File: src/rtl/boron_pkg.sv
`default_nettype none
// ============================================================================
//  Module      : boron_pkg
//  Description : Shared constants and FSM state encoding for the BORON
//                iterative round sequencer.
//  Revision    : 1.0 - initial release
// ============================================================================
package boron_pkg;

    localparam int BLOCK_W = 64;
    localparam int ROUNDS  = 25;
    localparam int CNT_W   = 5;

    // Sequencer states, explicitly 2 bits wide with fixed encoding.
    typedef enum logic [1:0] {
        IDLE  = 2'd0,
        RUN   = 2'd1,
        FINAL = 2'd2,
        DONE  = 2'd3
    } fsm_state_t;

endpackage
`default_nettype wire

File: src/rtl/boron_round_counter.sv
`default_nettype none
// ============================================================================
//  Module      : boron_round_counter
//  Description : Round counter for the BORON sequencer. Loads 1 on block
//                accept, increments once per round, saturates at ROUNDS and
//                flags the terminal round.
//  Revision    : 1.0 - initial release
// ============================================================================
module boron_round_counter
    import boron_pkg::*;
#(
    parameter int ROUNDS = boron_pkg::ROUNDS,
    parameter int CNT_W  = boron_pkg::CNT_W
) (
    input  logic             i_clk,
    input  logic             i_rst,
    input  logic             i_clear,
    input  logic             i_load_one,
    input  logic             i_inc,
    output logic [CNT_W-1:0] o_count,
    output logic             o_terminal
);

    localparam logic [CNT_W-1:0] c_last = CNT_W'(ROUNDS);

    logic [CNT_W-1:0] r_count;
    logic             w_terminal;

    assign w_terminal = (r_count == c_last);
    assign o_terminal = w_terminal;
    assign o_count    = r_count;

    // Clear wins over load, load over increment; never counts past ROUNDS.
    always_ff @(posedge i_clk) begin
        if (i_rst || i_clear) begin
            r_count <= '0;
        end else if (i_load_one) begin
            r_count <= CNT_W'(1);
        end else if (i_inc && !w_terminal) begin
            r_count <= r_count + 1'b1;
        end
    end

endmodule
`default_nettype wire

File: src/rtl/boron_round_ctrl.sv
`default_nettype none
// ============================================================================
//  Module      : boron_round_ctrl
//  Description : Iterative sequencer for the 64-bit BORON cipher. Holds the
//                cipher state, steps the external round logic and key
//                schedule for ROUNDS cycles, applies the final whitening key
//                and holds the ciphertext until acknowledged.
//  Revision    : 1.0 - initial release
// ============================================================================
module boron_round_ctrl
    import boron_pkg::*;
#(
    parameter int DATA_W = boron_pkg::BLOCK_W,
    parameter int ROUNDS = boron_pkg::ROUNDS,
    parameter int CNT_W  = boron_pkg::CNT_W
) (
    input  logic              i_clk,
    input  logic              i_rst,
    input  logic              i_start,
    input  logic [DATA_W-1:0] i_pt,
    output logic              o_ready,
    output logic [DATA_W-1:0] o_state,
    input  logic [DATA_W-1:0] i_round_out,
    input  logic [DATA_W-1:0] i_rk,
    output logic              o_key_load,
    output logic              o_key_step,
    output logic [CNT_W-1:0]  o_round_cnt,
    output logic [DATA_W-1:0] o_ct,
    output logic              o_valid,
    input  logic              i_ack
);

    fsm_state_t        r_fsm;
    fsm_state_t        w_fsm_next;
    logic [DATA_W-1:0] r_state;
    logic [DATA_W-1:0] r_ct;
    logic              r_valid;
    logic              w_accept;
    logic              w_cnt_clear;
    logic              w_cnt_inc;
    logic              w_terminal;

    assign o_state = r_state;
    assign o_ct    = r_ct;
    assign o_valid = r_valid;

    // FSM state register.
    always_ff @(posedge i_clk) begin
        if (i_rst) begin
            r_fsm <= IDLE;
        end else begin
            r_fsm <= w_fsm_next;
        end
    end

    // Next-state decode and handshake / key-schedule controls.
    always_comb begin
        w_fsm_next  = r_fsm;
        o_ready     = 1'b0;
        o_key_step  = 1'b0;
        w_accept    = 1'b0;
        w_cnt_clear = 1'b0;
        w_cnt_inc   = 1'b0;
        case (r_fsm)
            IDLE: begin
                o_ready  = 1'b1;
                w_accept = i_start;
                if (i_start) begin
                    w_fsm_next = RUN;
                end
            end
            RUN: begin
                o_key_step = 1'b1;
                if (w_terminal) begin
                    w_cnt_clear = 1'b1;
                    w_fsm_next  = FINAL;
                end else begin
                    w_cnt_inc = 1'b1;
                end
            end
            FINAL: begin
                w_fsm_next = DONE;
            end
            DONE: begin
                if (i_ack) begin
                    w_fsm_next = IDLE;
                end
            end
            default: begin
                w_fsm_next = IDLE;
            end
        endcase
        o_key_load = w_accept;
    end

    // Cipher state and ciphertext/valid output registers.
    always_ff @(posedge i_clk) begin
        if (i_rst) begin
            r_state <= '0;
            r_ct    <= '0;
            r_valid <= 1'b0;
        end else begin
            case (r_fsm)
                IDLE: begin
                    if (w_accept) begin
                        r_state <= i_pt;
                    end
                end
                RUN: begin
                    r_state <= i_round_out;
                end
                FINAL: begin
                    r_ct    <= r_state ^ i_rk;
                    r_valid <= 1'b1;
                end
                DONE: begin
                    if (i_ack) begin
                        r_valid <= 1'b0;
                    end
                end
                default: begin
                    r_valid <= 1'b0;
                end
            endcase
        end
    end

    boron_round_counter #(
        .ROUNDS (ROUNDS),
        .CNT_W  (CNT_W)
    ) u_round_counter (
        .i_clk      (i_clk),
        .i_rst      (i_rst),
        .i_clear    (w_cnt_clear),
        .i_load_one (w_accept),
        .i_inc      (w_cnt_inc),
        .o_count    (o_round_cnt),
        .o_terminal (w_terminal)
    );

endmodule
`default_nettype wire

File: config.mk
export PLATFORM = sky130hd
export DESIGN_NAME = boron_round_ctrl
export DESIGN_NICKNAME = d
export VERILOG_FILES = /design/src/rtl/boron_pkg.sv /design/src/rtl/boron_round_counter.sv /design/src/rtl/boron_round_ctrl.sv
export SDC_FILE = /design/constraint.sdc
export NUM_CORES = 1
export LEC_CHECK = 0
export ABC_AREA = 0
export BUFFER_PORTS_ARGS = -buffer_cell sky130_fd_sc_hd__buf_4
export CAP_MARGIN = 40
export CORE_AREA = 2 2 129 131
export CTS_BUF_LIST = sky130_fd_sc_hd__clkbuf_8 sky130_fd_sc_hd__clkbuf_16
export CTS_CLUSTER_DIAMETER = 100
export DETAILED_ROUTE_END_ITERATION = 6
export DIE_AREA = 0 0 131 133
export PLACE_DENSITY = 0.71
export SLEW_MARGIN = 20
export SYNTH_ARGS = -nofsm -noshare
export SYNTH_HDL_FRONTEND = slang
export SYNTH_SLANG_ARGS = --single-unit
export TNS_END_PERCENT = 20
File: constraint.sdc
create_clock -name i_clk -period 2.2 [get_ports i_clk]
set_input_delay 0 -clock i_clk [delete_from_list [all_inputs] [get_ports i_clk]]
set_output_delay 0 -clock i_clk [all_outputs]
set_load 0.02 [all_outputs]
Word level (Yosys, flattened, before mapping)
Index checks and enable logic that the tools add are counted.
{"block": "op_classes", "addsub": 1, "n_eq_ne": 8, "muxes": 17, "bitwise": 1, "n_reduce_logical": 11}
{"cell": "64-bit one-hot mux with 2 select lines", "count": 1}
{"cell": "64-bit 2-to-1 mux", "count": 1}
{"cell": "64-bit bitwise XOR", "count": 1}
{"cell": "1-bit 2-to-1 mux", "count": 10}
{"cell": "2-bit one-hot mux with 4 select lines", "count": 1}
{"cell": "2-bit 2-to-1 mux", "count": 3}
{"cell": "2-bit != test, second input constant", "count": 3}
{"cell": "2-bit nonzero test", "count": 3}
{"cell": "5-bit by 1-bit adder with 5-bit output, second input constant", "count": 1}
{"cell": "5-bit equality test, second input constant", "count": 1}
{"cell": "2-bit equality test, second input constant", "count": 2}
{"cell": "2-bit AND reduction", "count": 2}
{"cell": "3-bit AND reduction", "count": 1}
{"cell": "2-bit by 1-bit equality test with 1-bit output, second input constant", "count": 1}
{"cell": "2-bit logical NOT", "count": 1}
{"cell": "2-bit by 1-bit != test with 1-bit output, second input constant", "count": 1}
{"cell": "1-bit one-hot mux with 2 select lines", "count": 1}
{"cell": "2-bit OR reduction", "count": 1}
{"cell": "1-bit logical AND", "count": 1}
{"cell": "1-bit logical NOT", "count": 1}
{"cell": "1-bit logical OR", "count": 1}
{"block": "totals", "ff_bits": 136, "inputBits": 196, "output_inout_bits": 137, "word_cells": 44}

Depth between registers and ports, before layout
{"block": "logic_depth", "word_depth": 6, "depth_mapped": 7, "depth_no_buf": 5}

By module
Synthesis repeated with hierarchy kept, for this count alone.
{"block": "unflattened", "cells_unflattened": 617, "area_unflattened_um2": 6357.3}
{"mod": "boron_round_ctrl", "instances": 1, "cells_each": 589, "area_per_inst_um2": 6087.1, "seq_area_each_um2": 2622.5}
{"mod": "boron_round_counter", "instances": 1, "cells_each": 28, "area_per_inst_um2": 270.3, "seq_area_each_um2": 100.1}

Worst setup path after synthesis
Ideal clock, no wire load.
{"block": "synth_path", "path_type": "flip-flop to flip-flop", "startpoint": "register r_fsm[0]", "endpoint": "register r_state[35], in the netlist o_state[35]", "setup_time_ps": 146, "arrival_ps": 1516, "required_ps": 2054, "slack_ps": 538, "stages_incl_launch_ff": 8, "path_buffers": 2, "period_less_slack_ps": 1662, "cell_sequence": "dfxtp_1 > inv_1 > ha_1 > mux2_4 > buf_6 > buf_4 > nor2_1 > a211oi_2"}
{"block": "synth_via", "elab_chain_cells": 4, "elab_cells_between_ends": 7, "classes_between": "eq/ne (2); mux (2); reduce/logical (3)"}
{"element": "start: declaration", "line": "boron_round_ctrl.sv:33", "text": "fsm_state_t r_fsm;"}
{"element": "start signal: assignment", "line": "boron_round_ctrl.sv:52", "text": "r_fsm <= w_fsm_next;"}
{"element": "2-bit logical NOT", "line": "boron_round_ctrl.sv:64, boron_round_ctrl.sv:103"}
{"element": "1-bit 2-to-1 mux", "line": "boron_round_ctrl.sv:64", "text": "case (r_fsm)"}
{"element": "2-bit != test (no source line)"}
{"element": "2-bit AND reduction (no source line)"}
{"element": "end signal: assignment", "line": "boron_round_ctrl.sv:106", "text": "r_state <= i_pt;"}
{"element": "end signal: assignment", "line": "boron_round_ctrl.sv:110", "text": "r_state <= i_round_out;"}
{"element": "end: declaration", "line": "boron_round_ctrl.sv:35", "text": "logic [DATA_W-1:0] r_state;"}
Parallel ways exist; a longest one is shown, timed or not.
A chain may end at the register's enable or synchronous reset.

Worst setup path after layout
{"block": "layout_path", "startpoint": "register r_fsm[1]", "endpoint": "register r_state[20], in the netlist o_state[20]"}
The elaborated chain is that of the path after synthesis.

==> metrics.md <==
| Metric | Value |
|---|---|
| Iteration count of the initial detailed-routing pass | 4 |
| Number of library cell types mapped by synthesis | 29 |
| Asr flop ratio synth | 0% |
| Antenna violations before repair | 1 |
| Share of the synthesized area in the top cell type | a little over two fifths |
| Setup repair after global routing missed its margin | no |
| Clock Pin Slew Worst Setup and Hold Paths | 0.06 ns |
| Total chip power | 13600 µW |
| Min Tclk post-route | ~2.1 ns |
| Total vias in the final route | between 6000 and 7000 |
| Top post-synthesis cells by count | dfxtp_1 (136), nor2_1 (132), a211oi_1 (72), mux2i_1 (66), xnor2_1 (64) |
| Number of global-route vias before repair | 6583 |
| Internal portion of total power | slightly above 8000 µW |
| Type of element capturing the critical path | flip-flop |
| Worst path slowest cell | dlygate4sd3_1 |
| Count of routing violations after the opening detailed-route iteration | about 250 |
| Number of clock sinks | ~140 |
| Number of max-cap violations | 0 |
| Number of slew-limit violations in the final report | 0 |
| H-tree lvl count | 4 |
| Data arrival time of the critical path | 2.33 ns |
| Launch instance of the worst min-delay path | i_pt[12] |
| Number of warning messages in the yosys log | 0 |
| Mux cell area share after synthesis | 10.8% |
| Slew at the pin closest to its max-slew limit | between 0.7 and 0.8 ns |
| Die area | roughly 17000 µm² |
| Post-synthesis adder-cell area fraction | 1.20% |
| Detailed-routing wirelength on met1 | between 8000 and 9000 µm |
| Clock latency of the later-clocked register in the worst-skew pair | a little over 0.4 ns |
| Beginning of the worst register-to-register path | r_fsm[1] |
| Area added between synthesis and finish | 79.6% |
| Net count of the mapped netlist | 818 |
| Number of buffers inserted by port buffering | around 330 |
| Slew Limit Headroom | just under 50% |
| Avg Vias per Cell | about 4.8 |
| TritonCTS clock tree | yes |
| Final #Nets | 1309 |
| Total negative setup slack | 0 ns |
| Switching Share | between 40% and 50% |
| Hpwl dp | 13000 µm |
| Floorplan die width | 131 µm |
| Net switching power | 5520 µW |
| Share of synthesized cell area in and, or, nand and nor gates | under 10% |
| Ys flop type | dfxtp_1 |
| Die Y | between 100 and 150 µm |
| Dominant combinational cell family by area after synthesis | compound AO/OA/AOI/OAI gates |
| Setup slack of the most critical reg-to-reg path | between 0.1 and 0.15 ns |
| Max incr delay on CP | a little over 0.6 ns |
| Leakage power | roughly 0.0047 µW |
| Dominant cells by area after synthesis | dfxtp_1 (44%), a211oi_2 (11%), mux2i_1 (11%) |
| Cells after Synth | slightly above 600 |
| Share of the clock period used by the worst path after layout | approximately 94% |
| Setup skew after layout | about 0.0085 ns |
| Share of cells above drive strength 1 | 38.2% |
| Maximum vdd drop | slightly above 700 µV |
| Wire length per cell | roughly 16 µm |
| Chain of cells forming the critical path | inv_1, ha_4, buf_12, mux2i_1, dlygate4sd3_1, a211oi_2 |
| Critical Path Fanout Max | 43 |
| Number of synthesized flops with an enable pin | 0 |
| Placer Congestion | ~0.79 |
| DR top layer | met4 |
| Final routed DRC violation total | 0 |
| Highest clock frequency the design can meet | between 0.4 and 0.5 GHz |
| Category of the critical setup timing path | reg2reg |
| Post-detailed-route count of antenna-violating nets | 0 |
| Summed instance area of the synthesized netlist | between 6000 and 7000 µm² |
| Initial cell density of the core | 38.6% |
| Top Ports | approximately 330 |
| Fraction of synthesized cell area in xor and xnor cells | slightly above 9% |
| Hold crit path type | in2reg |
| Clock Path Buffers | 2 |
| Combinational power share | between 50% and 60% |
| Final wirelength | about 22000 µm |
| Compound-cell area share of the yosys netlist | a little over a fifth |
| Origin of the worst setup path | r_fsm[1] |
| Power Density | roughly 1200 nW/µm² |
| Largest net degree at the start of global routing | between 100 and 150 |
| Average cell area after synthesis | about 10 µm² |
| Leading area contributor after synthesis | dfxtp_1 |
| Flip-flop and latch count after synthesis | about 140 |
| Hold Vio Cnt, Final | 0 |
| Wire length of the first global-routing pass | about 33000 µm |
| Clock Root Buffer | clkbuf_16 |
| Clock share of power | 18.1% |
| Outcome | finished clean |
| CORE AREA | roughly 16000 µm² |
| Category of the worst setup path launch point | flip-flop |
| Fill count | roughly 1200 |
| Post-CTS repair timing setup buffer count | 0 |
| Total length of routed met2 wires | between 10000 and 15000 µm |
| Required time reported for the critical path endpoint | ~2.5 ns |
| Std-Cell Rows | between 40 and 50 |
| Met3 wirelength from detailed routing | 1110 µm |
| CTS Buf Count | 17 |
| Setup violation total in the final timing report | 0 |
| Portion of total power attributed to sequential cells | 29.5% |
| Remaining global-route overflow | 0 |
| Fraction of the yosys area taken by sequential cells | between 40% and 50% |
| Global-route usage over all layers | about a quarter |
| Cell with the most instances after synthesis | dfxtp_1 |
-- cells in the final DEF (no fill, tap or decap), types with 5 or more instances in the layout --
master	synthesis	layout
buf_4	7	334
nand2_1	7	7
dlygate4sd3_1	0	182
nor2_1	132	132
a211oi_2	56	56
dfxtp_1	136	136
clkinv_2	0	5
a211oi_1	72	72
buf_12	0	5
xnor2_1	64	64
clkbuf_16	0	17
mux2i_1	66	66
inv_1	7	10
-- registers in the layout, indices dropped and copies added, names as in the netlist --
signal / cells
o_valid: 1
o_ct: 64
r_fsm: 2
o_state: 64
u_round_counter.o_count: 5
-- repair_timing --
item                       4_1_cts  5_1_grt
setup endpoints to repair        0        2
hold buffers                   182        0
hold endpoints to repair       127        0
gates resized for setup          0        1
-- through the flow --
step	setup WS [ns]	cell area, µm²	std cells	hold slack [ns]	utilization, %
global route	0.0353	11200	1339	0.0136	69.4
detailed placement	0.178	8890	1126	0.300	55.0
CTS	0.156	11200	1338	0.0000102	69.4
finish	0.134	11200	1339	0.0214	69.4
global placement	0.252	8890	1126	0.296	55.0
floorplan	0.538	6250	616	0.170	-
-- critical path, delay by kind of cell (launching register included) --
family	cells	cell delay (ns)
DFF	1	0.35
adders and majority gates	1	0.18
buffers and inverters	3	1.01
muxes	1	0.27
AOI/OAI and AO/OA	1	0.07
-- kinds of logic (layout without fill, tap and decap cells) --
kind of cell,after synthesis,count (layout)
multiplexers,67,67
buffers and inverters,57,559
AND/OR/NAND/NOR,147,147
other,0,1
adder cells (fa/ha/maj),6,6
AO/OA/AOI/OAI,137,137
XOR/XNOR,66,66
flip-flops,136,136
-- cell type report --
type	count	area [µm²]	area share, %
Antenna cell	1	2.50	0.0223
Clock buffer	18	439	3.91
Clock inverter	12	66.3	0.591
Inverter	7	26.3	0.234
Multi-Input combinational cell	423	3250	29.0
Sequential cell	136	2720	24.3
Tap cell	220	275	2.45
Timing Repair Buffer	522	4440	39.6
-- power groups by stage --
stage,registers (µW),clock network (µW),logic [µW]
final,4020,2460,7140
after global routing,4130,2650,7650
after CTS,3990,2520,7060
after detailed placement,4030,0,6490
after global placement,4020,0,6400
after floorplan,4960,0,3270
-- final timing paths --
kind,end,cells past startpoint
setup / recovery,o_state[20],6
hold / removal,o_state[12],3
setup reg to reg,o_state[20],6
hold reg to reg,o_ct[27],2
-- metal layers --
metal	vias to the layer above	GRT usage, %
li1	3167	-
met1	2927	27.5
met2	213	42.3
met3	63	6.59
met4	0	12.4
met5	-	0
No activity file was read; power rests on OpenSTA's default activity.
